## config.mk

```make
export PLATFORM = sky130hd
export DESIGN_NAME = branch_predict_ctrl_flat
export DESIGN_NICKNAME = d
export VERILOG_FILES = /design/src/rtl/branch_predict_ctrl_if.sv /design/src/rtl/branch_predict_ctrl.sv /design/src/flat_wrapper.sv
export SDC_FILE = /design/constraint.sdc
export NUM_CORES = 1
export LEC_CHECK = 0
export CORE_UTILIZATION = 30
export CTS_BUF_LIST = sky130_fd_sc_hd__clkbuf_8 sky130_fd_sc_hd__clkbuf_16
export CTS_CLUSTER_SIZE = 10
export DETAILED_ROUTE_END_ITERATION = 7
export PLACE_DENSITY = 0.57
export SLEW_MARGIN = 5
export SYNTH_ARGS = -nofsm -noshare
export SYNTH_HDL_FRONTEND = slang
export SYNTH_SLANG_ARGS = --single-unit
```

## constraint.sdc

```tcl
create_clock -name clk -period 11.46 [get_ports clk]
set_input_delay 2.865 -clock clk [delete_from_list [all_inputs] [get_ports clk]]
set_output_delay 2.865 -clock clk [all_outputs]
set_load 0.03 [all_outputs]
```

## src/rtl/branch_predict_ctrl_if.sv

```systemverilog
// Pipeline-facing signal bundle of the branch predictor / redirect controller.
// The slave modport is the predictor; the master modport is the pipeline and hazard unit.
interface branch_predict_ctrl_if;
   logic [31:0] PCD;
   logic [2:0]  BranchD;
   logic        StallD;
   logic        FlushEIn;
   logic [2:0]  BranchE;
   logic        isBranch;
   logic        PredTakenD;
   logic [1:0]  PCSrcE;
   logic        FlushD;
   logic        FlushE;
   logic [31:0] BranchCount;
   logic [31:0] MispredictCount;

   modport slave (
      input  PCD, BranchD, StallD, FlushEIn, BranchE, isBranch,
      output PredTakenD, PCSrcE, FlushD, FlushE, BranchCount, MispredictCount
   );

   modport master (
      output PCD, BranchD, StallD, FlushEIn, BranchE, isBranch,
      input  PredTakenD, PCSrcE, FlushD, FlushE, BranchCount, MispredictCount
   );
endinterface

```

## src/rtl/branch_predict_ctrl.sv

```systemverilog
// 2-bit saturating-counter branch predictor with Decode prediction, Execute
// resolution, PC redirect / flush generation and saturating performance counters.
module branch_predict_ctrl #(
   parameter int         INDEX_BITS = 6,
   parameter logic [1:0] INIT_STATE = 2'b01
) (
   input logic                  clk,
   input logic                  rst,
   branch_predict_ctrl_if.slave bp
);

   localparam int ENTRIES = 1 << INDEX_BITS;

   typedef enum logic [1:0] {
      PCSRC_NONE = 2'b00,
      PCSRC_TGT  = 2'b01,
      PCSRC_PC4  = 2'b10
   } pcsrc_e;

   function automatic logic is_cond_branch(input logic [2:0] code);
      return (code != 3'b000) && (code != 3'b111);
   endfunction

   logic [1:0]            r_table [ENTRIES];
   logic                  r_valid_e;
   logic                  r_pred_taken_e;
   logic [INDEX_BITS-1:0] r_indx_e;
   logic [31:0]           r_branch_count;
   logic [31:0]           r_mispredict_count;

   logic [INDEX_BITS-1:0] w_indx_d;
   logic                  w_is_br_d;
   logic                  w_is_br_e;
   logic                  w_resolve_e;
   logic                  w_miss_taken;
   logic                  w_false_taken;
   logic                  w_mispred_e;
   logic                  w_pred_taken_d;
   logic [1:0]            w_ctr_d;
   logic [1:0]            w_ctr_e;
   logic [1:0]            w_ctr_next;
   pcsrc_e                w_pcsrc_e;
   logic                  w_unused;

   // Only the word-index bits of the Decode PC select an entry.
   assign w_indx_d = bp.PCD[INDEX_BITS+1:2];
   assign w_unused = ^{bp.PCD[31:INDEX_BITS+2], bp.PCD[1:0]};

   assign w_is_br_d = is_cond_branch(bp.BranchD);
   assign w_is_br_e = is_cond_branch(bp.BranchE);

   // Decode reads the registered table, so a same-cycle update is not bypassed.
   assign w_ctr_d = r_table[w_indx_d];
   assign w_ctr_e = r_table[r_indx_e];

   assign w_resolve_e   = r_valid_e & w_is_br_e;
   assign w_miss_taken  = w_resolve_e &  bp.isBranch & ~r_pred_taken_e;
   assign w_false_taken = w_resolve_e & ~bp.isBranch &  r_pred_taken_e;
   assign w_mispred_e   = w_miss_taken | w_false_taken;

   // An Execute redirect wins over any Decode prediction.
   assign w_pred_taken_d = w_is_br_d & w_ctr_d[1] & ~w_mispred_e;

   // NOTE: every variable assigned in always_comb gets a default first, so no path leaves it unassigned and no latch is inferred.
   always_comb begin
      w_pcsrc_e = PCSRC_NONE;
      if (w_miss_taken) begin
         w_pcsrc_e = PCSRC_TGT;
      end else if (w_false_taken) begin
         w_pcsrc_e = PCSRC_PC4;
      end
   end

   always_comb begin
      w_ctr_next = w_ctr_e;
      if (bp.isBranch) begin
         if (w_ctr_e != 2'b11) w_ctr_next = w_ctr_e + 2'b01;
      end else begin
         if (w_ctr_e != 2'b00) w_ctr_next = w_ctr_e - 2'b01;
      end
   end

   assign bp.PredTakenD      = w_pred_taken_d;
   assign bp.PCSrcE          = w_pcsrc_e;
   assign bp.FlushE          = w_mispred_e;
   assign bp.FlushD          = w_mispred_e | w_pred_taken_d;
   assign bp.BranchCount     = r_branch_count;
   assign bp.MispredictCount = r_mispredict_count;

   // NOTE: sequential state uses non-blocking assignments so every register samples pre-edge values regardless of block order.
   always_ff @(posedge clk or negedge rst) begin
      if (!rst) begin
         r_valid_e      <= 1'b0;
         r_pred_taken_e <= 1'b0;
         r_indx_e       <= '0;
      end else if (w_mispred_e || bp.FlushEIn) begin
         r_valid_e      <= 1'b0;
         r_pred_taken_e <= 1'b0;
         r_indx_e       <= '0;
      end else if (!bp.StallD) begin
         r_valid_e      <= w_is_br_d;
         r_pred_taken_e <= w_pred_taken_d;
         r_indx_e       <= w_indx_d;
      end
   end

   // NOTE: the counter table is reset on purpose: predictions must start from a known bias, so it stays in flops rather than RAM.
   always_ff @(posedge clk or negedge rst) begin
      if (!rst) begin
         for (int i = 0; i < ENTRIES; i++) begin
            r_table[i] <= INIT_STATE;
         end
      end else if (w_resolve_e) begin
         r_table[r_indx_e] <= w_ctr_next;
      end
   end

   always_ff @(posedge clk or negedge rst) begin
      if (!rst) begin
         r_branch_count     <= '0;
         r_mispredict_count <= '0;
      end else begin
         if (w_resolve_e && (r_branch_count != '1)) begin
            r_branch_count <= r_branch_count + 32'd1;
         end
         if (w_mispred_e && (r_mispredict_count != '1)) begin
            r_mispredict_count <= r_mispredict_count + 32'd1;
         end
      end
   end

endmodule

```

## src/flat_wrapper.sv

```systemverilog
// flat-port wrapper written by rule: the top's interface ports become plain ports
module branch_predict_ctrl_flat 
#(
   parameter int         INDEX_BITS = 6,
   parameter logic [1:0] INIT_STATE = 2'b01
)
  (clk, rst, bp_PCD, bp_BranchD, bp_StallD, bp_FlushEIn, bp_BranchE, bp_isBranch, bp_PredTakenD, bp_PCSrcE, bp_FlushD, bp_FlushE, bp_BranchCount, bp_MispredictCount);
  branch_predict_ctrl_if bp_i ();
  input logic clk;
  input logic rst;
  input wire logic [$bits(bp_i.PCD)-1:0] bp_PCD;
  input wire logic [$bits(bp_i.BranchD)-1:0] bp_BranchD;
  input wire logic [$bits(bp_i.StallD)-1:0] bp_StallD;
  input wire logic [$bits(bp_i.FlushEIn)-1:0] bp_FlushEIn;
  input wire logic [$bits(bp_i.BranchE)-1:0] bp_BranchE;
  input wire logic [$bits(bp_i.isBranch)-1:0] bp_isBranch;
  output wire logic [$bits(bp_i.PredTakenD)-1:0] bp_PredTakenD;
  output wire logic [$bits(bp_i.PCSrcE)-1:0] bp_PCSrcE;
  output wire logic [$bits(bp_i.FlushD)-1:0] bp_FlushD;
  output wire logic [$bits(bp_i.FlushE)-1:0] bp_FlushE;
  output wire logic [$bits(bp_i.BranchCount)-1:0] bp_BranchCount;
  output wire logic [$bits(bp_i.MispredictCount)-1:0] bp_MispredictCount;
  assign bp_i.PCD = bp_PCD;
  assign bp_i.BranchD = bp_BranchD;
  assign bp_i.StallD = bp_StallD;
  assign bp_i.FlushEIn = bp_FlushEIn;
  assign bp_i.BranchE = bp_BranchE;
  assign bp_i.isBranch = bp_isBranch;
  assign bp_PredTakenD = bp_i.PredTakenD;
  assign bp_PCSrcE = bp_i.PCSrcE;
  assign bp_FlushD = bp_i.FlushD;
  assign bp_FlushE = bp_i.FlushE;
  assign bp_BranchCount = bp_i.BranchCount;
  assign bp_MispredictCount = bp_i.MispredictCount;
  branch_predict_ctrl #(.INDEX_BITS(INDEX_BITS), .INIT_STATE(INIT_STATE)) u_core (.clk(clk), .rst(rst), .bp(bp_i));
endmodule
```

Yosys cells after proc, flatten, opt, wreduce, memory -nomap -nowiden --
Index checks and enable logic that the tools add are counted.
Storage, ports and cells: register bits 200, input bits 43, output and inout bits 69
Operators by class: $add $sub $neg 4, magnitude comparators 3, equality and inequality tests 6, muxes and demuxes 20, bitwise operators 14, reductions and logical operators 9
Operator list (number):
- $bwmux 128 | 1
- $add 32x1->32 const B | 2
- $ne 32x32->1 const B | 2
- $bmux 2 s6 | 2
- $mux 2 | 10
- $ge 7x7->1 const B | 2
- $not 6->7 | 2
- $demux 2 s6 | 1
- $mux 6 | 2
- $and 1x1->1 | 7
- $lt 7x1->1 const B | 1
- $ne 3x3->1 const B | 2
- $reduce_bool 3->1 | 2
- $logic_and 1x1->1 | 5
- $mux 1 | 4
- $not 1->1 | 3
- $add 2x1->2 const B | 1
- $ne 2x1->1 const B | 1
- $ne 2x2->1 const B | 1
- $or 1x1->1 | 2
- $reduce_bool 2->1 | 1
- $sub 2x1->2 const B | 1
- $logic_or 1x1->1 | 1

Depth between registers and ports, before layout --
depth after elaboration 10, depth in mapped cells 13, mapped depth without buffers 7

Worst setup path before layout --
No wires, ideal clock.
path type input -> output, start point input port bp_PCD[2], end point output port bp_FlushD, arrival 5448 ps, required time 8595 ps, setup slack 3147 ps, cell stages on the path 9, path buffers 2, cells stage by stage buf_2 buf_1 mux4_2 mux4_2 mux2_2 nand2_1 o21ai_0 nand3_1 o21ai_0
On the way: longest elaborated chain between the ends 7
RTL lines:
- start, declared | line flat_wrapper.sv:11 | input wire logic [$bits(bp_i.PCD)-1:0] bp_PCD;
- $not 6->7 (implied by the code) | line branch_predict_ctrl.sv:53 | assign w_ctr_d = r_table[w_indx_d];
- $bmux 2 s6 | line branch_predict_ctrl.sv:53
- $mux 2 (implied by the code) (2 in series) | line branch_predict_ctrl.sv:53
- $and 1x1->1 (2 in series) | line branch_predict_ctrl.sv:62 | assign w_pred_taken_d = w_is_br_d & w_ctr_d[1] & ~w_mispred_e;
- $or 1x1->1 | line branch_predict_ctrl.sv:86 | assign bp.FlushD = w_mispred_e | w_pred_taken_d;
- end, declared | line flat_wrapper.sv:19 | output wire logic [$bits(bp_i.FlushD)-1:0] bp_FlushD;
No other way between the ends. The select of a mux whose other input is x is not followed.

Worst setup path in the final report --
start point input port bp_PCD[3], end point output port bp_FlushD
The elaborated chain is that of the path after synthesis.

==> impl_metrics.tcl <==
set metrics [dict create \
    outcome "finished, final reports clean" \
    area.growth.synth_to_final_pct 16.83 \
    first_global_vias 7144 \
    drtIter0Drc 542 \
    drc 0 \
    die_area_mm2 0.03514 \
    ys_ff_latch 200 \
    starting_density_of_the_core 0.3062 \
    timing.hold.worst.class "register to register" \
    core_region_area_mm2 0.03370 \
    cp.depth 9 \
    largest_net_degree_at_the_start_of_global_routing 81 \
    synthesis.instances 906 \
    criticalPathCategory "primary input to output port" \
    timing.slew.headroom 0.3225 \
    power-per-cell-area_mw_per_mm2 144.3 \
    critical_path.n_buffers_inverters 2 \
    cts.repair_timing.setup_buffer_count 0 \
    most-common-layout-cells "149 x sky130_fd_sc_hd__nor2_1, 135 x sky130_fd_sc_hd__dfrtp_1, 84 x sky130_fd_sc_hd__clkdlybuf4s50_1, 65 x sky130_fd_sc_hd__a21oi_1, 64 x sky130_fd_sc_hd__dfstp_2" \
    crit_fanout 17 \
    max-clock-path-buffers 2 \
    routedWlPerCell_um 18.71 \
    avgSynthCellArea_um2 11.39 \
    power_leakage_nw 4.933 \
    yosysSeqAreaShare 0.4928 \
    cts_root_buffer "sky130_fd_sc_hd__clkbuf_16" \
    cts.repair.resized 0 \
    clk-insertion-delay-late_ns 0.44 \
    dominantRegCellSynth "sky130_fd_sc_hd__dfrtp_1" \
    reg2reg_to "u_core.r_table[75]" \
    grt_antenna_before_repair 0 \
    critical_path.startpoint "bp_PCD[3]" \
    timing.critical_path.cells "clkdlybuf4s50_1, mux4_2, mux4_2, mux2_2, nand2_1, o21ai_0, nand3_1, o21ai_0, clkdlybuf4s50_1" \
    grt_first_pass_wirelength_um 42640 \
    critical-path-max-stage-delay_ns 1.09 \
    worst_path_max_delay_cell "sky130_fd_sc_hd__clkdlybuf4s50_1" \
    worst_setup_sp_type "primary input" \
    worst_ep_arrival_time_ns 6.37 \
    drive_above_1_share 0.2228 \
    timing_worst_slew_pin_value_ns 1.007 \
    critPathTopFamily "buffers and inverters" \
    rsz0062_at_grt "false" \
    fraction_of_registers_with_async_set_or_reset_after_synthesis 1.000 \
    cts_max_level 4 \
    totalNegativeSetupSlack_ns 0 \
    final_hold_viol_count 0 \
    number_of_synthesized_flops_with_an_enable_pin 0 \
    most_common_cell_after_layout_fill_and_taps_aside "sky130_fd_sc_hd__nor2_1" \
    timing.clock.skew_ns 0.01350 \
    end_kind "output port" \
    synth_area_leader_cell "sky130_fd_sc_hd__dfrtp_1" \
    die_height_um 187.5 \
    timing.hold.worst.start "u_core.bp.MispredictCount[17]" \
    vias_after_detailed_routing 7251 \
    yosys.cell_types.count 60 \
    timing.final.crit_share 0.8062 \
    gp_congestion 0.7844 \
    dr.pass1.iters 5 \
    syn-num-nets 951 \
    number_of_hold_buffers_added_after_cts 0 \
    grt_overflow_total 0 \
    ff2ff_path_depth 9 \
    crit_required_ns 8.60 \
    synth_top_area_frac 0.3299 \
    cap_viol_max_count 0 \
    finalHoldWorstSlack_ns 0.4903 \
    synth.cell_area_mm2 0.01032 \
    layout.nets 1015 \
    r2r_start "u_core.r_indx_e[0]" \
    post-route-util 0.3577 \
    clk_pin_slew_ns 0.07 \
    ant_nets 0 \
    route.detailed.vias_per_inst 5.064 \
    numCtsBuffers 17 \
    synthTopCellsByArea "sky130_fd_sc_hd__dfrtp_1 33%, sky130_fd_sc_hd__dfstp_2 16%, sky130_fd_sc_hd__mux2_4 8.0%" \
    number_of_buffers_inserted_by_port_buffering 85 \
    max_clock_freq_mhz 108.2 \
    place.detailed.hpwl_um 17620 \
    report.final.setup_viol 0 \
    wl_um 26800 \
    floorplan.rows 67 \
    io-pin-count 112 \
    die-width_um 187.5 \
    clock_tree_from_tritoncts "yes" \
    reg2reg_setup_slack_ns 7.29 \
    yosysWarningCount 0 \
    final_period_minus_worst_setup_slack_ns 9.240 \
    timing.critical_path.to "bp_FlushD" \
    report.final.slew_viol_count 0 \
    clock-sinks 200 \
    irDropWorstVdd_mv 0.1335 \
    grt_util_all_layers 0.1565 \
]
==> layer usage <==
metal / routed length (um) / vias up / GRT usage
met4: 325 / 0 / 0.03877
met3: 1524 / 20 / 0.03621
li1: - / 3368 / -
met1: 12740 / 3658 / 0.2215
met5: 0 / - / 0
met2: 12200 / 205 / 0.2409
==> registers in the layout, indices dropped and copies added, names as in the netlist <==
signal	flops
u_core.r_table	128
u_core.bp.BranchCount	32
u_core.bp.MispredictCount	32
u_core.r_indx_e	6
u_core.r_pred_taken_e	1
u_core.r_valid_e	1
==> cells by family after synthesis <==
| logic type | after synthesis | synth area share |
|---|---|---|
| XOR/XNOR | 62 | 0.05263 |
| AO/OA/AOI/OAI | 116 | 0.06973 |
| buffers and inverters | 65 | 0.03274 |
| adder cells (fa/ha/maj) | 4 | 0.004729 |
| flip-flops | 200 | 0.4928 |
| AND/OR/NAND/NOR | 327 | 0.1500 |
| multiplexers | 132 | 0.1973 |
==> layout make-up <==
class / count / area, um2
Antenna cell: 1 / 2.502
Clock buffer: 18 / 450.4
Clock inverter: 14 / 83.83
Fill cell: 3345 / 21650
Inverter: 18 / 67.56
Multi-Input combinational cell: 641 / 4896
Sequential cell: 200 / 5086
Tap cell: 448 / 560.5
Timing Repair Buffer: 92 / 907.1
==> Yosys cell counts, drive strengths merged, types with 7 or more instances <==
library cell,count
a31oi,7
mux2,76
xnor2,47
dfstp,64
and2,7
mux2i,23
nor2,149
a21oi,65
dfrtp,136
xor2,15
inv,18
and3,15
nand4,24
buf,33
a221oi,9
mux4,33
or3,10
clkbuf,14
nand3,28
nand2,51
o21ai,7
==> worst min path at each step <==
stage | endpoint | slack [ns] | depth (start not counted)
after CTS | u_core.bp.MispredictCount[17] | 0.50 | 1
final | u_core.bp.MispredictCount[17] | 0.49 | 1
after global placement | u_core.bp.BranchCount[5] | 0.48 | 1
after detailed placement | u_core.bp.BranchCount[5] | 0.49 | 1
after global routing | u_core.bp.BranchCount[22] | 0.52 | 1
after floorplan | u_core.r_table[65] | 0.50 | 2
==> power by group <==
group          internal (mW)  switching [mW]  total [mW]
Combinational          0.142           0.206       0.347
Clock                  0.289           0.276       0.564
Sequential             0.773          0.0556       0.828
Total                   1.20           0.537        1.74
==> through the flow <==
stage                     std cells  cell area, um2  worst slack, ns  power, mW
after floorplan                 906           10320            3.147      1.074
after global placement         1399           11520            2.246      1.186
after detailed placement       1399           11520            2.249      1.190
after CTS                      1431           12050            2.226      1.762
after global routing           1431           12050            2.156      1.818
final                          1432           12050            2.220      1.740
No activity file was read; power rests on OpenSTA's default activity.
